[src/rtl/bfsk_pkg.sv]
// Shared definitions for the BFSK demodulator.
//   MIDSCALE   : offset-binary code for silence (zero signal level)
//   LDATA_DEF  : default bits per frame
//   NB_DEF     : default samples per bit
//   state_t    : demodulator FSM states
package bfsk_pkg;

    localparam int MIDSCALE  = 32768;
    localparam int LDATA_DEF = 8;
    localparam int NB_DEF    = 256;

    typedef enum logic [1:0] {
        IDLE   = 2'd0,
        SYMBOL = 2'd1,
        REARM  = 2'd2
    } state_t;

endpackage

[src/rtl/bfsk_demodulator_if.sv]
// Sample-in / word-out bundle of the BFSK demodulator.
//   sample_valid : sample is consumed on this cycle
//   sample       : 16-bit offset-binary tone sample
//   data_out     : last decoded frame, LSB received first
//   data_valid   : one-cycle pulse when data_out updates
//   busy         : demodulator is inside a frame or re-arming
// master = sample source / word sink, slave = demodulator.
interface bfsk_demodulator_if #(
    parameter int LDATA = bfsk_pkg::LDATA_DEF
);
    logic             sample_valid;
    logic [15:0]      sample;
    logic [LDATA-1:0] data_out;
    logic             data_valid;
    logic             busy;

    modport master (
        output sample_valid,
        output sample,
        input  data_out,
        input  data_valid,
        input  busy
    );

    modport slave (
        input  sample_valid,
        input  sample,
        output data_out,
        output data_valid,
        output busy
    );
endinterface

[src/rtl/bfsk_zc_counter.sv]
// Zero-crossing counter for one bit period.
//   clk, rst_n : clock, asynchronous active-low reset
//   enable     : a sample is being processed this cycle
//   clear      : restart the count after this sample (sign is still stored)
//   sign       : sign bit of the current sample
//   count      : crossings of the current bit including this sample,
//                saturating at NB (combinational, valid while enable=1)
module bfsk_zc_counter #(
    parameter int NB = bfsk_pkg::NB_DEF
) (
    input  logic                    clk,
    input  logic                    rst_n,
    input  logic                    enable,
    input  logic                    clear,
    input  logic                    sign,
    output logic [$clog2(NB+1)-1:0] count
);
    localparam int CW = $clog2(NB + 1);
    localparam logic [CW-1:0] COUNT_MAX = CW'(NB);

    logic          prev_sign_reg;
    logic [CW-1:0] count_reg;
    logic          crossing;

    assign crossing = sign ^ prev_sign_reg;

    // The decision on the last sample of a bit must see that sample's
    // crossing too, so the running total is exposed before it is stored.
    assign count = (crossing && (count_reg != COUNT_MAX)) ? count_reg + CW'(1) : count_reg;

    always_ff @(posedge clk or negedge rst_n) begin
        if (!rst_n) begin
            prev_sign_reg <= 1'b0;
            count_reg     <= '0;
        end else if (enable) begin
            // Sign history runs across bit boundaries; only the count clears.
            prev_sign_reg <= sign;
            count_reg     <= clear ? '0 : count;
        end
    end
endmodule

[src/rtl/bfsk_demodulator.sv]
// Binary FSK demodulator: counts sign changes per bit period and decides
// 1 for the higher-frequency tone. A frame starts on the first sample
// outside the idle band; after LDATA bits the word is presented with a
// one-cycle data_valid pulse, then a run of IDLE_LEN in-band samples is
// required before another frame may start.
//   CLOCK_50 : sole clock, rising edge
//   RESET_N  : asynchronous active-low reset
//   bus      : slave side of bfsk_demodulator_if (samples in, word out)
module bfsk_demodulator
    import bfsk_pkg::*;
#(
    parameter int LDATA     = LDATA_DEF,
    parameter int NB        = NB_DEF,
    parameter int DEADBAND  = 1024,
    parameter int ZC_THRESH = 20,
    parameter int IDLE_LEN  = 16
) (
    input  logic              CLOCK_50,
    input  logic              RESET_N,
    bfsk_demodulator_if.slave bus
);
    localparam int SCW = $clog2(NB);
    localparam int ZCW = $clog2(NB + 1);
    localparam int BIW = $clog2(LDATA + 1);
    localparam int RCW = $clog2(IDLE_LEN + 1);

    localparam logic [16:0]    MID17      = 17'(MIDSCALE);
    localparam logic [16:0]    BAND17     = 17'(DEADBAND);
    localparam logic [SCW-1:0] LAST_SMP   = SCW'(NB - 1);
    localparam logic [BIW-1:0] LAST_BIT   = BIW'(LDATA - 1);
    localparam logic [RCW-1:0] LAST_RUN   = RCW'(IDLE_LEN - 1);
    localparam logic [ZCW-1:0] THRESH     = ZCW'(ZC_THRESH);

    state_t           state_reg;
    logic [SCW-1:0]   sample_cnt_reg;
    logic [BIW-1:0]   bit_idx_reg;
    logic [RCW-1:0]   run_cnt_reg;
    logic [LDATA-1:0] shift_reg;
    logic [LDATA-1:0] data_out_reg;
    logic             data_valid_reg;
    logic             busy_reg;

    logic [16:0]      deviation;
    logic             in_band;
    logic             sign;
    logic             zc_enable;
    logic             zc_clear;
    logic [ZCW-1:0]   zc_count;
    logic             bit_end;
    logic             bit_val;
    logic [LDATA-1:0] word_next;

    // Distance from midscale; sample[15] tells which side we are on.
    assign deviation = bus.sample[15] ? ({1'b0, bus.sample} - MID17)
                                      : (MID17 - {1'b0, bus.sample});
    assign in_band   = (deviation <= BAND17);
    assign sign      = bus.sample[15];

    // In IDLE the starting sample only seeds the sign history.
    assign zc_enable = bus.sample_valid &&
                       (((state_reg == IDLE) && !in_band) || (state_reg == SYMBOL));
    assign zc_clear  = (state_reg == IDLE) || (sample_cnt_reg == LAST_SMP);
    assign bit_end   = (state_reg == SYMBOL) && bus.sample_valid && (sample_cnt_reg == LAST_SMP);
    assign bit_val   = (zc_count >= THRESH);

    bfsk_zc_counter #(
        .NB(NB)
    ) u_zc (
        .clk    (CLOCK_50),
        .rst_n  (RESET_N),
        .enable (zc_enable),
        .clear  (zc_clear),
        .sign   (sign),
        .count  (zc_count)
    );

    // Word with the finishing bit dropped into its slot, so the last bit
    // of a frame can go straight to data_out.
    generate
        for (genvar gi = 0; gi < LDATA; gi++) begin : g_word
            assign word_next[gi] = (bit_end && (bit_idx_reg == BIW'(gi))) ? bit_val : shift_reg[gi];
        end
    endgenerate

    always_ff @(posedge CLOCK_50 or negedge RESET_N) begin
        if (!RESET_N) begin
            state_reg      <= IDLE;
            sample_cnt_reg <= '0;
            bit_idx_reg    <= '0;
            run_cnt_reg    <= '0;
            shift_reg      <= '0;
            data_out_reg   <= '0;
            data_valid_reg <= 1'b0;
            busy_reg       <= 1'b0;
        end else begin
            data_valid_reg <= 1'b0;
            if (bus.sample_valid) begin
                case (state_reg)
                    IDLE: begin
                        if (!in_band) begin
                            // This sample is sample 0 of bit 0.
                            state_reg      <= SYMBOL;
                            busy_reg       <= 1'b1;
                            sample_cnt_reg <= SCW'(1);
                            bit_idx_reg    <= '0;
                            shift_reg      <= '0;
                        end
                    end
                    SYMBOL: begin
                        shift_reg <= word_next;
                        if (bit_end) begin
                            sample_cnt_reg <= '0;
                            if (bit_idx_reg == LAST_BIT) begin
                                data_out_reg   <= word_next;
                                data_valid_reg <= 1'b1;
                                bit_idx_reg    <= '0;
                                run_cnt_reg    <= '0;
                                state_reg      <= REARM;
                            end else begin
                                bit_idx_reg <= bit_idx_reg + BIW'(1);
                            end
                        end else begin
                            sample_cnt_reg <= sample_cnt_reg + SCW'(1);
                        end
                    end
                    REARM: begin
                        if (!in_band) begin
                            run_cnt_reg <= '0;
                        end else if (run_cnt_reg == LAST_RUN) begin
                            run_cnt_reg <= '0;
                            state_reg   <= IDLE;
                            busy_reg    <= 1'b0;
                        end else begin
                            run_cnt_reg <= run_cnt_reg + RCW'(1);
                        end
                    end
                    default: begin
                        state_reg <= IDLE;
                        busy_reg  <= 1'b0;
                    end
                endcase
            end
        end
    end

    assign bus.data_out   = data_out_reg;
    assign bus.data_valid = data_valid_reg;
    assign bus.busy       = busy_reg;
endmodule

[src/flat_wrapper.sv]
// flat-port wrapper written by rule: the top's interface ports become plain ports
module bfsk_demodulator_flat import bfsk_pkg::*;
#(
    parameter int LDATA     = LDATA_DEF,
    parameter int NB        = NB_DEF,
    parameter int DEADBAND  = 1024,
    parameter int ZC_THRESH = 20,
    parameter int IDLE_LEN  = 16
)
  (CLOCK_50, RESET_N, bus_sample_valid, bus_sample, bus_data_out, bus_data_valid, bus_busy);
  bfsk_demodulator_if #(.LDATA(LDATA)) bus_i ();
  input  logic CLOCK_50;
  input  logic RESET_N;
  input wire logic [$bits(bus_i.sample_valid)-1:0] bus_sample_valid;
  input wire logic [$bits(bus_i.sample)-1:0] bus_sample;
  output wire logic [$bits(bus_i.data_out)-1:0] bus_data_out;
  output wire logic [$bits(bus_i.data_valid)-1:0] bus_data_valid;
  output wire logic [$bits(bus_i.busy)-1:0] bus_busy;
  assign bus_i.sample_valid = bus_sample_valid;
  assign bus_i.sample = bus_sample;
  assign bus_data_out = bus_i.data_out;
  assign bus_data_valid = bus_i.data_valid;
  assign bus_busy = bus_i.busy;
  bfsk_demodulator #(.LDATA(LDATA), .NB(NB), .DEADBAND(DEADBAND), .ZC_THRESH(ZC_THRESH), .IDLE_LEN(IDLE_LEN)) u_core (.CLOCK_50(CLOCK_50), .RESET_N(RESET_N), .bus(bus_i));
endmodule
[config.mk]
export PLATFORM = sky130hd
export DESIGN_NAME = bfsk_demodulator_flat
export DESIGN_NICKNAME = d
export VERILOG_FILES = /design/src/rtl/bfsk_pkg.sv /design/src/rtl/bfsk_demodulator_if.sv /design/src/rtl/bfsk_zc_counter.sv /design/src/rtl/bfsk_demodulator.sv /design/src/flat_wrapper.sv
export SDC_FILE = /design/constraint.sdc
export NUM_CORES = 1
export LEC_CHECK = 0
export CORE_ASPECT_RATIO = 2
export CORE_MARGIN = 4
export CORE_UTILIZATION = 28
export DETAILED_ROUTE_END_ITERATION = 12
export GPL_TIMING_DRIVEN = 0
export PLACE_DENSITY = 0.5
export RECOVER_POWER = 50
export SLEW_MARGIN = 20
export SYNTH_ARGS = -nofsm -noshare
export SYNTH_HDL_FRONTEND = slang
export SYNTH_SLANG_ARGS = --single-unit
[constraint.sdc]
create_clock -name CLOCK_50 -period 2.9 [get_ports CLOCK_50]
set_input_delay 0.58 -clock CLOCK_50 [delete_from_list [all_inputs] [get_ports CLOCK_50]]
set_output_delay 0.58 -clock CLOCK_50 [all_outputs]
set_load 0.1 [all_outputs]
* Word-level counts from Yosys, hierarchy flattened
Index checks and enable logic that the tools add are counted.
** Cells by class
- $add $sub $neg :: 6
- Magnitude comparators :: 2
- Equality and inequality tests :: 17
- Multiplexer cells :: 39
- Bitwise operators :: 2
- Reductions and logical operators :: 26
** Operators by type and width (number)
- one-hot mux 8 bit (2 select lines) :: 2
- 2-to-1 mux 8 bit :: 3
- 2-to-1 mux 5 bit :: 4
- 2-to-1 mux 9 bit :: 2
- less-or-equal comparator 17 x 11 -> 1 bit (second input constant) :: 1
- 2-to-1 mux 17 bit :: 1
- subtractor 16 x 16 -> 17 bit (first input constant) :: 1
- subtractor 16 x 16 -> 17 bit (second input constant) :: 1
- == test 4 x 3 -> 1 bit (second input constant) :: 4
- 2-to-1 mux 1 bit :: 15
- logical AND 1 bit :: 13
- 2-to-1 mux 4 bit :: 3
- AND reduction 4 bit :: 3
- 2-to-1 mux 2 bit :: 5
- one-hot mux 5 bit (2 select lines) :: 1
- adder 9 x 1 -> 9 bit (second input constant) :: 1
- greater-or-equal comparator 9 x 5 -> 1 bit (second input constant) :: 1
- inequality test 9 bit (second input constant) :: 1
- adder 8 x 1 -> 8 bit (second input constant) :: 1
- == test 4 x 2 -> 1 bit (second input constant) :: 2
- == test 8 bit (second input constant) :: 1
- one-hot mux 4 bit (2 select lines) :: 1
- inequality test 2 x 1 -> 1 bit (second input constant) :: 3
- one-hot mux 2 bit (3 select lines) :: 1
- other kinds (18) :: 21
** Word-level totals
- Register bits after elaboration :: 47
- Bits of input ports :: 19
- Output and inout bits :: 10
- Word-level logic and storage cells :: 102

* Longest topological paths before layout
- Word-level depth :: 7
- Depth in mapped cells :: 12
- Depth with buffers taken out :: 10

* Cells and area by module
From an unflattened synthesis, not the netlist that was laid out.
** Unflattened totals
- Cells, all modules :: 365
- Area total of the unflattened synthesis :: 3144.3 um^2
** Modules (own cells, without submodules)
- bfsk_demodulator :: instances 1, cells an instance 285, area each 2429.8 um^2, seq. area each 900.9 um^2
- bfsk_zc_counter :: instances 1, cells an instance 80, area each 714.4 um^2, seq. area each 250.2 um^2

* Least setup slack after synthesis
Ideal clock, no wire load.
- Kind :: in2reg
- From :: input bus_sample[0]
- To :: register u_core.busy_reg, in the netlist u_core.bus.busy
- Setup time :: 0.128 ns
- Arrival time :: 2.588 ns
- Data required time :: 2.772 ns
- Slack :: 0.184 ns
- Cell stages on the path :: 10
- Buffers on the path :: 0
- Cell sequence :: inv_1 > ha_1 > nor3b_2 > and4_1 > a21oi_1 > o32ai_2 > o21ai_0 > o31a_1 > nor3_2 > mux2_1
** Between the ends
- Word-level cells in the longest chain between the ends :: 5
- Elaborated cells between the ends (all ways) :: 7
- Classes of those cells :: 2 x add/sub; 1 x order compare; 2 x eq/ne; 1 x mux; 1 x reduce/logical
** RTL lines
- start: declaration :: RTL line flat_wrapper.sv:15 : input wire logic [$bits(bus_i.sample)-1:0] bus_sample;
- subtractor 16 x 16 -> 17 bit (on tied branches) :: RTL line bfsk_demodulator.sv:55, bfsk_demodulator.sv:54
- 2-to-1 mux 17 bit * :: RTL line bfsk_demodulator.sv:54 : assign deviation = bus.sample[15] ? ({1'b0, bus.sample} - MID17)
- less-or-equal comparator 17 x 11 -> 1 bit * :: RTL line bfsk_demodulator.sv:56 : assign in_band = (deviation <= BAND17);
- inequality test 2 bit (no source line) or inequality test 2 x 1 -> 1 bit (tied branches)
- AND reduction 5 bit (no source line) *
- end signal: assignment :: RTL line bfsk_demodulator.sv:94 : busy_reg <= 1'b0;
- end signal: assignment :: RTL line bfsk_demodulator.sv:103 : busy_reg <= 1'b1;
- end signal: assignment :: RTL line bfsk_demodulator.sv:132 : busy_reg <= 1'b0;
- end: declaration :: RTL line bfsk_demodulator.sv:41 : logic busy_reg;
Every way passes the cells marked *; elsewhere a longest branch is shown, timed or not.
A chain may end at the register's enable or synchronous reset.

* Worst setup path after layout
Ends and elaborated chain as after synthesis.

==> out/metrics.yaml <==
status: "completed"
synth_top_family_by_area: "compound AO/OA/AOI/OAI gates"
min_period_over_period: 0.991
p_per_area_mw_per_mm2: 592
cts_buffers: 5
ys_seq_area_frac: 0.379
cts_hold_buf: 0
synthDistinctLibCells: 58
gp_congestion: 0.855
antenna_left: 0
hold_depth: 1
crit_path_start_kind: "input pin"
tightestPinTransition_ns: 1.22
area_growth_pct: 26.5
hold_viol: 0
cp_max_fo: 4
fmax_ghz: 0.348
ir_drop_uv: 424
ys_ff_latch: 46
cts_tree: "done"
muxShareOfSynthArea: 0.0173
synth_adder_area_share: 0.0494
initial_core_util: 0.288
synth_flop_cell: "dfrtp_1"
critPathKind: "input pin to flop"
setup_tns_ns: 0
rsz0062_at_grt: "true"
clock_latency_ns: 0.30
yosysWarnings: 0
netlist_area_mm2: 0.00304
grt_pass1_wl_mm: 13.3
path_delay_family: "compound AO/OA/AOI/OAI gates"
n_antenna_cell: 0
drt-total-wl_mm: 7.86
drive_above_1_share: 0.145
coreArea_mm2: 0.0105
grt_pass1_vias: 2805
r2r-end: "u_core.bus.data_out[4]"
synth_xor_area_frac: 0.0144
cts-root-buf: "clkbuf_16"
required_ns: 3.08
yosys.area.top_type_share: 0.379
n_fill_cell: 1098
io_pins: 29
hold_path_class: "flop to flop"
fp.dieArea_mm2: 0.0127
largest_reg_flops: 9
syn_avg_cell_area_um2: 8.85
drt_iter0_markers: 131
min_to: "u_core.bus.data_out[1]"
cap_violations: 0
setup_viol: 0
cts.clk_slew.worst_paths_ns: 0.07
r2r_cells: 11
fin_worst_skew_ns: 0.00478
htree_levels: 2
numPortBuffers: 27
hpwl_mm: 5.84
fin_nets: 424
syn_inst: 343
crit_arrival_ns: 3.05
first_pass_iters: 4
yosys-top-cells-area: "dfrtp_1, nand2_1, ha_1, nor2_1, o31ai_1"
crit_buf_inv: 2
cp-end-kind: "flop"
post-synth-top-count-cell: "dfrtp_1"
synth_top_cell_by_area: "dfrtp_1"
worstHoldStart: "u_core.bus.data_out[1]"
post-route-util: 0.364
post-route-drc-count: 0
yosys.area_share.simple: 0.251
dieHeight_um: 155
synth_edf_count: 0
via_count: 2767
rows: 53
clock-sinks: 46
regToRegSetupSlack_ns: 0.32
grt_max_degree: 47
grt_overflow_total: 0
die_w_um: 81.6
syn_nets: 374
cp_slowest_cell: "o31a_1"
power.leakage_nw: 1.67
antenna_found_initial: 0
slew-limit-headroom: 0.189
vias_per_cell: 5.21
holdWs_ns: 0.474
p_total_w: 0.00227
ys_top_cells_by_count: "dfrtp_1, nand2_1, nor2_1"
cpPeakStageDelay_ns: 0.35
worstPathCellList: "dlygate4sd2_1 > inv_1 > ha_2 > nor3b_4 > and4_4 > a21oi_1 > o32ai_2 > o21ai_2 > o31a_1 > nor3_2 > mux2_1"
slew_viol_final: 0
wire_per_inst_um: 14.8
grt_util_all_layers: 0.135
synth_async_sr_flop_share: 1.00
cts_max_path_buffers: 2
period_minus_slack_ns: 2.87
synth_compound_gate_area_share: 0.254
reg2reg_from: "u_core.u_zc.count_reg[0]"
logic make-up (layout without fill, tap and decap cells):
logic type	Yosys count	after routing
adders and majority gates	12	12
DFF	46	46
xor gates and xnor gates	5	5
buffers and inverters	26	77
and+or+nand+nor	143	143
muxes	5	5
AOI/OAI and AO/OA	106	106
power by group:
group / switching, W / total [W] / leakage (nW) / internal (W)
Combinational: 0.000501 / 0.000825 / 0.966 / 0.000324
Clock: 0.000262 / 0.000669 / 0.0760 / 0.000407
Sequential: 0.0000724 / 0.000779 / 0.627 / 0.000706
how the worst max path moves through the flow:
stage	from	to	slack, ns	cells after the start
after floorplan	bus_sample[0]	u_core.bus.busy	0.18	10
after global placement	bus_sample[1]	u_core.shift_reg[5]	-0.74	12
after detailed placement	bus_sample[1]	u_core.shift_reg[6]	-0.77	12
after CTS	bus_sample[0]	u_core.shift_reg[6]	0.01	13
after global routing	bus_sample[0]	u_core.shift_reg[4]	-0.04	14
final	bus_sample[0]	u_core.bus.busy	0.03	11
cell type report:
type,count,area (um^2),share of cell area
flip-flops and latches,46,1150,0.300
inverters,14,52.6,0.0137
well taps,137,171,0.0446
clock buffers,5,125,0.0326
clock inverters,3,45.0,0.0117
multi-input cells,271,1850,0.483
plain buffers,12,71.3,0.0186
repair buffers,43,369,0.0961
placed cells by master, fill, tap and decap left out, types with 6 or more instances in the layout:
cell | synthesis | layout
nand2_1 | 41 | 40
clkbuf_1 | 6 | 6
nor2b_1 | 7 | 7
and2_1 | 9 | 9
clkdlybuf4s50_1 | 0 | 17
dlygate4sd2_1 | 0 | 7
buf_4 | 1 | 18
a211oi_1 | 9 | 8
o21ai_0 | 13 | 11
a21o_1 | 10 | 10
a31oi_1 | 9 | 9
and3_1 | 6 | 6
o31ai_1 | 11 | 11
o21ai_1 | 10 | 11
inv_1 | 13 | 13
ha_1 | 12 | 11
nand3_1 | 12 | 12
dfrtp_1 | 46 | 46
nor2_1 | 28 | 26
nor3_1 | 13 | 11
through the flow:
step	instances	setup slack, ns	instance area [um^2]
final	531	0.0270	3840
after global routing	531	-0.0409	3840
after CTS	529	0.0117	3800
after detailed placement	507	-0.769	3480
after global placement	507	-0.740	3480
after floorplan	343	0.184	3040
routing by layer:
metal	wire length (um)	vias to the layer above	track usage
met3	218	14	0.0203
met4	231	0	0.0650
li1	-	1369	-
met5	0	-	0
met2	4510	55	0.265
met1	2900	1329	0.128
what timing repair did:
| action | CTS | global route |
|---|---|---|
| hold endpoints to repair | 0 | 0 |
| pin swaps | 10 | 9 |
| buffers inserted | 14 | 2 |
| resized for setup | 24 | 12 |
| setup endpoints to repair | 37 | 33 |
No activity file was read; power rests on OpenSTA's default activity.
